File: src/rtl/serial_deserializer.sv
// Serial-to-parallel receiver: assembles N framed bits into a held word; word visible right after the edge capturing bit N.
// Output waits in a valid/ready holding register; a word completing while the previous one is still unconsumed is dropped and flagged in Overrun.
module serial_deserializer #(
  parameter int N        = 8,
  parameter bit MsbFirst = 1'b1,
  parameter int CW       = 4
) (
  input  logic          ResetN,
  input  logic          Clock,
  input  logic          Start,
  input  logic          SIn,
  input  logic          SValid,
  input  logic          ClearErr,
  input  logic          OutReady,
  output logic [N-1:0]  Output,
  output logic          OutValid,
  output logic          Busy,
  output logic          Overrun,
  output logic [CW-1:0] BitCount
);

  typedef enum logic {
    IDLE  = 1'b0,
    SHIFT = 1'b1
  } state_t;

  localparam logic [CW-1:0] LastCnt = CW'(N - 1);

  state_t          state_q, state_d;
  logic [N-1:0]    shreg_q, shreg_d;
  logic [N-1:0]    out_q, out_d;
  logic            out_vld_q, out_vld_d;
  logic            ovr_q, ovr_d;
  logic [CW-1:0]   cnt_q, cnt_d;

  logic [N-1:0]    base_shreg;
  logic [CW-1:0]   base_cnt;
  logic [N-1:0]    shifted;
  logic            capture;

  // Start discards any partial frame, so the new bit shifts into a clean register.
  assign base_shreg = Start ? '0 : shreg_q;
  assign base_cnt   = Start ? '0 : cnt_q;
  assign capture    = SValid && (Start || (state_q == SHIFT));

  generate
    if (N == 1) begin : g_one
      assign shifted = SIn;
    end else if (MsbFirst) begin : g_msb
      assign shifted = {base_shreg[N-2:0], SIn};
    end else begin : g_lsb
      assign shifted = {SIn, base_shreg[N-1:1]};
    end
  endgenerate

  always_comb begin
    state_d   = state_q;
    shreg_d   = shreg_q;
    cnt_d     = cnt_q;
    out_d     = out_q;
    out_vld_d = out_vld_q;
    ovr_d     = ovr_q;

    if (out_vld_q && OutReady) begin
      out_vld_d = 1'b0;
    end
    if (ClearErr) begin
      ovr_d = 1'b0;
    end

    if (Start) begin
      state_d = SHIFT;
      shreg_d = '0;
      cnt_d   = '0;
    end

    if (capture) begin
      shreg_d = shifted;
      if (base_cnt == LastCnt) begin
        state_d = IDLE;
        cnt_d   = '0;
        // Holding register free (or freed this cycle): load; otherwise drop and flag.
        if (!out_vld_q || OutReady) begin
          out_d     = shifted;
          out_vld_d = 1'b1;
        end else begin
          ovr_d = 1'b1;
        end
      end else begin
        state_d = SHIFT;
        cnt_d   = base_cnt + 1'b1;
      end
    end
  end

  always_ff @(posedge Clock or negedge ResetN) begin
    if (!ResetN) begin
      state_q   <= IDLE;
      shreg_q   <= '0;
      cnt_q     <= '0;
      out_q     <= '0;
      out_vld_q <= 1'b0;
      ovr_q     <= 1'b0;
    end else begin
      state_q   <= state_d;
      shreg_q   <= shreg_d;
      cnt_q     <= cnt_d;
      out_q     <= out_d;
      out_vld_q <= out_vld_d;
      ovr_q     <= ovr_d;
    end
  end

  assign Output   = out_q;
  assign OutValid = out_vld_q;
  assign Busy     = (state_q == SHIFT);
  assign Overrun  = ovr_q;
  assign BitCount = cnt_q;

endmodule
File: config.mk
export PLATFORM = sky130hd
export DESIGN_NAME = serial_deserializer
export DESIGN_NICKNAME = d
export VERILOG_FILES = /design/src/rtl/serial_deserializer.sv
export SDC_FILE = /design/constraint.sdc
export NUM_CORES = 1
export LEC_CHECK = 0
export ABC_AREA = 1
export CAP_MARGIN = 20
export CORE_UTILIZATION = 46
export CTS_BUF_LIST = sky130_fd_sc_hd__clkbuf_4 sky130_fd_sc_hd__clkbuf_8
export DETAILED_ROUTE_END_ITERATION = 12
export GPL_TIMING_DRIVEN = 0
export MAX_ROUTING_LAYER = met4
export PLACE_DENSITY_LB_ADDON = 0.1
export SYNTH_ARGS = -nofsm -noshare
export SYNTH_HDL_FRONTEND = slang
export SYNTH_SLANG_ARGS = --single-unit
File: constraint.sdc
create_clock -name Clock -period 2.85 [get_ports Clock]
set_clock_uncertainty 0.1 [all_clocks]
set_input_delay 0.57 -clock Clock [delete_from_list [all_inputs] [get_ports Clock]]
set_output_delay 0.57 -clock Clock [all_outputs]
set_load 0.01 [all_outputs]
==> metrics.md, run 1 <==
| Metric | Value |
|---|---|
| Run status | complete, no violations |
| Number of design-rule violations left by the first detailed-router iteration | 18 |
| Placed cell areas | ~0.0013 mm^2 |
| Pin count of the biggest net entering global routing | 23 |
| Crit-path cells | clkdlybuf4s50_1 |
| Global-route congestion overflow total | 0 |
| Yosys top cell by area | sky130_fd_sc_hd__dfrtp_1 |
| Internal reg-to-reg setup slack | 1.33 ns |
| Synthesized instance count | ~120 |
| Final weighted congestion in routability-driven placement | between 0.8 and 0.9 |
| Crit path from | Busy |
| Worst setup path category | reg -> out |
| Critical Path Sink Type | output pin |
| Worst reg-to-reg path cell count | 9 |
| Worst path bufs/invs | 1 |
| Vias in the first global route | approximately 720 |
| Die Outline Area | 0.00246 mm^2 |
| Highest-count cells in the layout ignoring fill and taps | sky130_fd_sc_hd__nand2_1 (46), sky130_fd_sc_hd__dfrtp_1 (22), sky130_fd_sc_hd__clkdlybuf4s50_1 (20) |
| CTS tree | done |
| Antenna violations before repair | 0 |
| Average cell area after synthesis | 8.46 um^2 |
| Startpoint type of the worst setup path | flip-flop |
| DIE HEIGHT | just under 50 um |
| Critical path's slowest cell | sky130_fd_sc_hd__clkdlybuf4s50_1 |
| Post-CTS Hold Fix Bufs | 0 |
| Post-Route Setup TNS | 0 ns |
| Count of synthesis-stage warnings from yosys | 0 |
| GRT met2 Usage | a little over a quarter |
| Via total after detailed routing | 832 |
| HP Start | Output[0] |
| DRC violation count after routing | 0 |
| Router iterations before antenna repair | 4 |
| Maximum operating frequency | 0.516 GHz |
| Worst max-slew margin expressed relative to the limit | 66.0% |
| Ratio of cells with drive above 1 in the final layout | 13.5% |
| Area overhead of the layout relative to synthesis | 27.4% |
| CTS Buf Count | 3 |
| Final-stage net count | ~160 |
| Number of failing hold endpoints at the final stage | 0 |
| Post-synth top area share | a little over half |
| Wire length of the first global-routing pass | roughly 3.2 mm |
| Starting utilization of the core area | between 50 and 60% |
| Register area share after synthesis | 52.9% |
| Worst-Margin Slew | ~0.51 ns |
| Highest-utilization routing layer at the global route stage | met2 |
| Setup bufs post-CTS | 0 |
| WP data required | roughly 2.2 ns |
| Number of cell rows | 16 |
| PortBufs | 20 |
| Standard cell core area | about 0.0020 mm^2 |
| Post-DRT Antenna Nets | 0 |
| Met3 track demand over resource | under 10% |
| Hold Path Stages | 2 |
| Setup repair after global routing missed its margin | false |
| Most common cell after layout, fill and taps aside | sky130_fd_sc_hd__nand2_1 |
| Met1 Track Usage GR | between 20% and 30% |
| Reg-to-Reg Start | BitCount[1] |
| Final setup fails | 0 |
| Peak per-stage delay on the critical path | about 0.55 ns |
| Per-cell via count in the routed design | around 4.8 |
| Number of antenna repair diodes | 0 |
| Sinks on Clock Net | 22 |
| Max-slew violation total from the final report | 0 |
| Max-cap viol count | 0 |
| Detailed-route wire length | between 1.5 and 2 mm |
| Cell total after placement | 170 |
| Number of H-tree levels | 1 |
| Global router's overall resource usage | between 15 and 20% |
| Synthesized cell area | roughly 0.0010 mm^2 |
| Width of the die | just under 50 um |
| R2R Path End | BitCount[3] |
| Post-route non-filler standard cell count | around 180 |
| Post-detail-place hpwl | ~1.4 mm |
| Path category of the worst min-delay check | reg -> reg |
| Area of all placed cells without fillers | approximately 0.0013 mm^2 |
| Clock latency reported for the late side of the worst-skew pair | 0.30 ns |
| Signal arrival time at the worst endpoint | roughly 1.3 ns |
| Routed wire length per instance | 10.9 um |
| Biggest area contributors in the synthesized netlist | sky130_fd_sc_hd__dfrtp_1 (53%), sky130_fd_sc_hd__nand2_1 (17%), sky130_fd_sc_hd__inv_1 (5.8%) |
| Worst voltage drop across the vdd grid | around 280 uV |
| Master cell of the clock root buffer | sky130_fd_sc_hd__clkbuf_4 |
| Number of gates given a new drive strength after cts | 0 |
| Leakage Power | approximately 0.66 nW |
| Maximum number of buffers from clock root to sink | 2 |
| Final period utilization | about two thirds |
| Sink of the worst hold path | Output[0] |
| IO Pins | 22 |
| Crit-path max FO | 2 |
| Cell type group with the largest total delay on the critical path | buffers and inverters |
| Clock slew at the register clock pins of the worst setup and hold paths | 0.12 ns |
| Synthesis-stage register bit count | 22 |
| Synthesized Nets | 131 |
| Power density over the cells | around 420 mW/mm^2 |
| Minimum clock period after layout | 1.94 ns |
| Count of unique library cells instantiated by Yosys | 19 |
## where the power goes
part / total, W / internal (W) / switching, W
sequential: 0.000324 / 0.000319 / 0.00000435
combinational: 0.0000594 / 0.0000270 / 0.0000325
clock: 0.000172 / 0.0000780 / 0.0000939
total: 0.000555 / 0.000424 / 0.000131
## how the worst max path moves through the flow
stage | end | slack (ns) | cells after the start
6_report | Busy | 0.91 | 1
5_1_grt | Busy | 0.87 | 1
4_1_cts | Busy | 0.91 | 1
3_3_place_gp | BitCount[3] | 0.96 | 7
2_1_floorplan | BitCount[3] | 1.12 | 11
3_5_place_dp | BitCount[3] | 0.94 | 7
## sequential cells by signal, indices dropped and copies added, names as in the netlist
| register | cells |
|---|---|
| shreg_q | 7 |
| Busy | 1 |
| OutValid | 1 |
| BitCount | 4 |
| Overrun | 1 |
| Output | 8 |
## Yosys cell counts, drive strengths merged
cell type  instances
nand3              2
inv               17
nand2             48
dfrtp             22
ha                 1
buf                5
xor2               2
nand4              8
o21ai              3
nor2              14
a21oi              1
## logic make-up after synthesis
kind of cell    count (synthesis)  share of synthesized area [%]
simple gates                   72                           32.0
compound gates                  4                           2.28
xor+xnor                        2                           1.68
flops                          22                           52.9
buf+inv                        22                           9.98
fa+ha+maj                       1                           1.20
## layer usage
metal | up-vias | share of wire (%)
met4 | 0 | 0.52
li1 | 427 | -
met2 | 22 | 44
met3 | 2 | 4.5
met5 | - | 0
met1 | 381 | 51
## metrics by stage
stage	setup slack [ns]	hold slack [ns]	utilization (%)	power (W)
4_1_cts	0.906	0.388	64.2	0.000558
5_1_grt	0.868	0.420	65.0	0.000577
6_report	0.911	0.383	65.0	0.000555
2_1_floorplan	1.12	0.174	-	0.000358
3_5_place_dp	0.936	0.358	62.4	0.000387
3_3_place_gp	0.964	0.354	62.4	0.000386
## final cells by class
type / count / area, um^2
repair buffers: 21 / 215
clock buffers: 4 / 36.3
fillers: 187 / 716
well taps: 27 / 33.8
multi-input cells: 79 / 387
flip-flops and latches: 22 / 551
plain buffers: 5 / 40.0
inverters: 17 / 63.8
No activity file was read; power rests on OpenSTA's default activity.
==> inputs of run 2 (changes only) <==
==> constraint.sdc (replaced) <==
create_clock -name Clock -period 1.9 [get_ports Clock]
set_clock_uncertainty 0.1 [all_clocks]
set_input_delay 0.38 -clock Clock [delete_from_list [all_inputs] [get_ports Clock]]
set_output_delay 0.38 -clock Clock [all_outputs]
set_load 0.01 [all_outputs]
==> results of run 2 <==
The final DEF is identical to that of run 1. Status: complete, no violations.
Main changes from that run: setup slack after placement 0.936 ns -> 0.176 ns; setup slack after layout 0.911 ns -> 0.151 ns; hold slack 0.383 ns -> 0.295 ns; register-to-register setup slack 1.33 ns -> 0.38 ns; total power 0.000555 W -> 0.000832 W; worst IR drop on VDD 277 uV -> 415 uV
==> inputs of run 3 (changes only) <==
--- a/config.mk
+++ b/config.mk
@@ -7,12 +7,15 @@
 export LEC_CHECK = 0
 export ABC_AREA = 1
 export CAP_MARGIN = 20
-export CORE_UTILIZATION = 46
+export CELL_PAD_IN_SITES_DETAIL_PLACEMENT = 1
+export CELL_PAD_IN_SITES_GLOBAL_PLACEMENT = 1
+export CORE_UTILIZATION = 38
 export CTS_BUF_LIST = sky130_fd_sc_hd__clkbuf_4 sky130_fd_sc_hd__clkbuf_8
 export DETAILED_ROUTE_END_ITERATION = 12
 export GPL_TIMING_DRIVEN = 0
 export MAX_ROUTING_LAYER = met4
 export PLACE_DENSITY_LB_ADDON = 0.1
+export SLEW_MARGIN = 20
 export SYNTH_ARGS = -nofsm -noshare
 export SYNTH_HDL_FRONTEND = slang
 export SYNTH_SLANG_ARGS = --single-unit
==> run 3 against run 2 <==
Final cell count grew 1.7%. Flip-flop and latch count unchanged. Die area grew 20%. Utilization shrank 12 points. Cell area grew 0.75%. Worst setup slack got worse by 0.011 ns. Worst hold slack better by 0.0068 ns. Clock-buffer cell count shrank 1. Largest cell class unchanged. Highest routed layer unchanged.
==> metrics.md, run 3 (synthesis gave the netlist of run 1 again) <==
| Metric | Value |
|---|---|
| CTS Buf Count | 3 |
| Max-slew violation total from the final report | 0 |
| Router iterations before antenna repair | 2 |
| Vias in the first global route | about 850 |
| Filler cells | 322 |
| PortBufs | 20 |
| Final-layout worst hold slack | between 0.3 and 0.4 ns |
| Worst path bufs/invs | 1 |
| Master cell of the clock root buffer | sky130_fd_sc_hd__clkbuf_4 |
| Clock slew at the register clock pins of the worst setup and hold paths | approximately 0.12 ns |
| Global router's overall resource usage | between 10% and 20% |
| Worst-Margin Slew | ~0.5 ns |
| Maximum number of buffers from clock root to sink | 2 |
| Pin count of the biggest net entering global routing | 23 |
| Critical path's slowest cell | sky130_fd_sc_hd__clkdlybuf4s50_1 |
| Setup repair after global routing missed its margin | false |
| Highest-count cells in the layout ignoring fill and taps | sky130_fd_sc_hd__nand2_1 (46), sky130_fd_sc_hd__dfrtp_1 (22), sky130_fd_sc_hd__clkdlybuf4s50_1 (19) |
| Via total after detailed routing | between 800 and 900 |
| Minimum clock period after layout | between 1.5 and 2 ns |
| Number of design-rule violations left by the first detailed-router iteration | 4 |
| Max-cap viol count | 0 |
| Run status | complete, no violations |
| Leakage Power | approximately 0.67 nW |
| Crit-path cells | clkdlybuf4s50_1 |
| Width of the die | around 54 um |
| Sinks on Clock Net | 22 |
| Antenna violations before repair | 0 |
| Clock latency reported for the late side of the worst-skew pair | slightly above 0.3 ns |
| Starting utilization of the core area | between 40% and 50% |
| Number of failing hold endpoints at the final stage | 0 |
| Worst setup path category | reg -> out |
| Reg-to-Reg Start | BitCount[1] |
| Worst max-slew margin expressed relative to the limit | about two thirds |
| Post-CTS Hold Fix Bufs | 0 |
| Final setup fails | 0 |
| Cell type group with the largest total delay on the critical path | buffers and inverters |
| Startpoint type of the worst setup path | flip-flop |
| Crit-path max FO | 2 |
| Post-route non-filler standard cell count | 178 |
| Number of cell rows | 18 |
| Power density over the cells | about 700 mW/mm^2 |
| Worst voltage drop across the vdd grid | between 500 and 600 uV |
| Routed wire length per instance | roughly 13 um |
| DIE HEIGHT | around 54 um |
| Ratio of cells with drive above 1 in the final layout | a little over an eighth |
| Final weighted congestion in routability-driven placement | 0.753 |
| Critical Path Sink Type | output pin |
| HP Start | Start |
| Signal arrival time at the worst endpoint | 1.28 ns |
| Global-route congestion overflow total | 0 |
| Number of antenna repair diodes | 0 |
| Number of H-tree levels | 1 |
| Crit path from | Busy |
| Maximum operating frequency | 0.568 GHz |
| Reg area | between 500 and 600 um^2 |
| Number of gates given a new drive strength after cts | 0 |
| IO Pins | 22 |
| Area of the multi-input gates | 387 um^2 |
| Path category of the worst min-delay check | in -> reg |
| WP data required | between 1 and 1.5 ns |
| Wire length of the first global-routing pass | 3.82 mm |
| Most common cell after layout, fill and taps aside | sky130_fd_sc_hd__nand2_1 |
| Final period utilization | between 90% and 100% |
| Number of flip-flops under the largest register name | 8 |
| DRC violation count after routing | 0 |
| Detailed-route wire length | about 2.2 mm |
| Post-DRT Antenna Nets | 0 |
| Setup bufs post-CTS | 0 |
| Post-Route Setup TNS | 0 ns |
| Standard cell core area | around 0.0025 mm^2 |
| CTS tree | done |
| Area overhead of the layout relative to synthesis | 28.4% |
| Per-cell via count in the routed design | around 4.7 |
| Final total power | 0.000932 W |
| Post-detail-place hpwl | 1.71 mm |
| Die Outline Area | 0.00295 mm^2 |
| Peak per-stage delay on the critical path | approximately 0.56 ns |
| Final-stage net count | 157 |
| Cell total after placement | 173 |
run 3: metrics by stage:
stage / area, um^2 / setup WS [ns] / utilization, %
global placement: 1280 / 0.151 / 50.7
floorplan: 1040 / 0.360 / -
finish: 1340 / 0.140 / 53.0
global route: 1340 / 0.0606 / 53.0
detailed placement: 1280 / 0.123 / 50.7
CTS: 1330 / 0.117 / 52.8
run 3: path summary, 6_finish.rpt:
check | slack [ns] | endpoint | cells after the start
min in group asynchronous | 0.46 | Output[7] | 2
worst min register to register | 0.39 | Output[4] | 2
worst min-delay path | 0.30 | BitCount[1] | 4
worst max register to register | 0.40 | BitCount[3] | 9
max in group asynchronous | 0.89 | BitCount[0] | 2
worst max-delay path | 0.14 | Busy | 1
run 3: metal layers:
metal	global-route usage [%]	part of all wire, %
met5	-	0
met4	7.69	0.67
met3	2.50	3.3
met2	31.7	49
met1	23.2	46
run 3: area by class of cell:
| type | count | area share, % |
|---|---|---|
| Clock inverter | 1 | 2.25 |
| Multi-Input combinational cell | 79 | 28.9 |
| Inverter | 17 | 4.78 |
| Sequential cell | 22 | 41.2 |
| Buffer | 5 | 3.00 |
| Timing Repair Buffer | 21 | 15.4 |
| Tap cell | 30 | 2.81 |
| Clock buffer | 3 | 1.69 |
run 3: worst min-delay path, cell delays in order:
cell and delay, ns:
sky130_fd_sc_hd__buf_6 0.13, sky130_fd_sc_hd__nor2_1 0.07, sky130_fd_sc_hd__nand2_1 0.05, sky130_fd_sc_hd__nand2_1 0.04
run 3: power by group:
part	internal, W	switching (W)	leakage, nW	total [W]
logic	0.0000379	0.0000495	0.343	0.0000874
clock network	0.000213	0.000146	0.0279	0.000359
registers	0.000479	0.00000630	0.297	0.000485
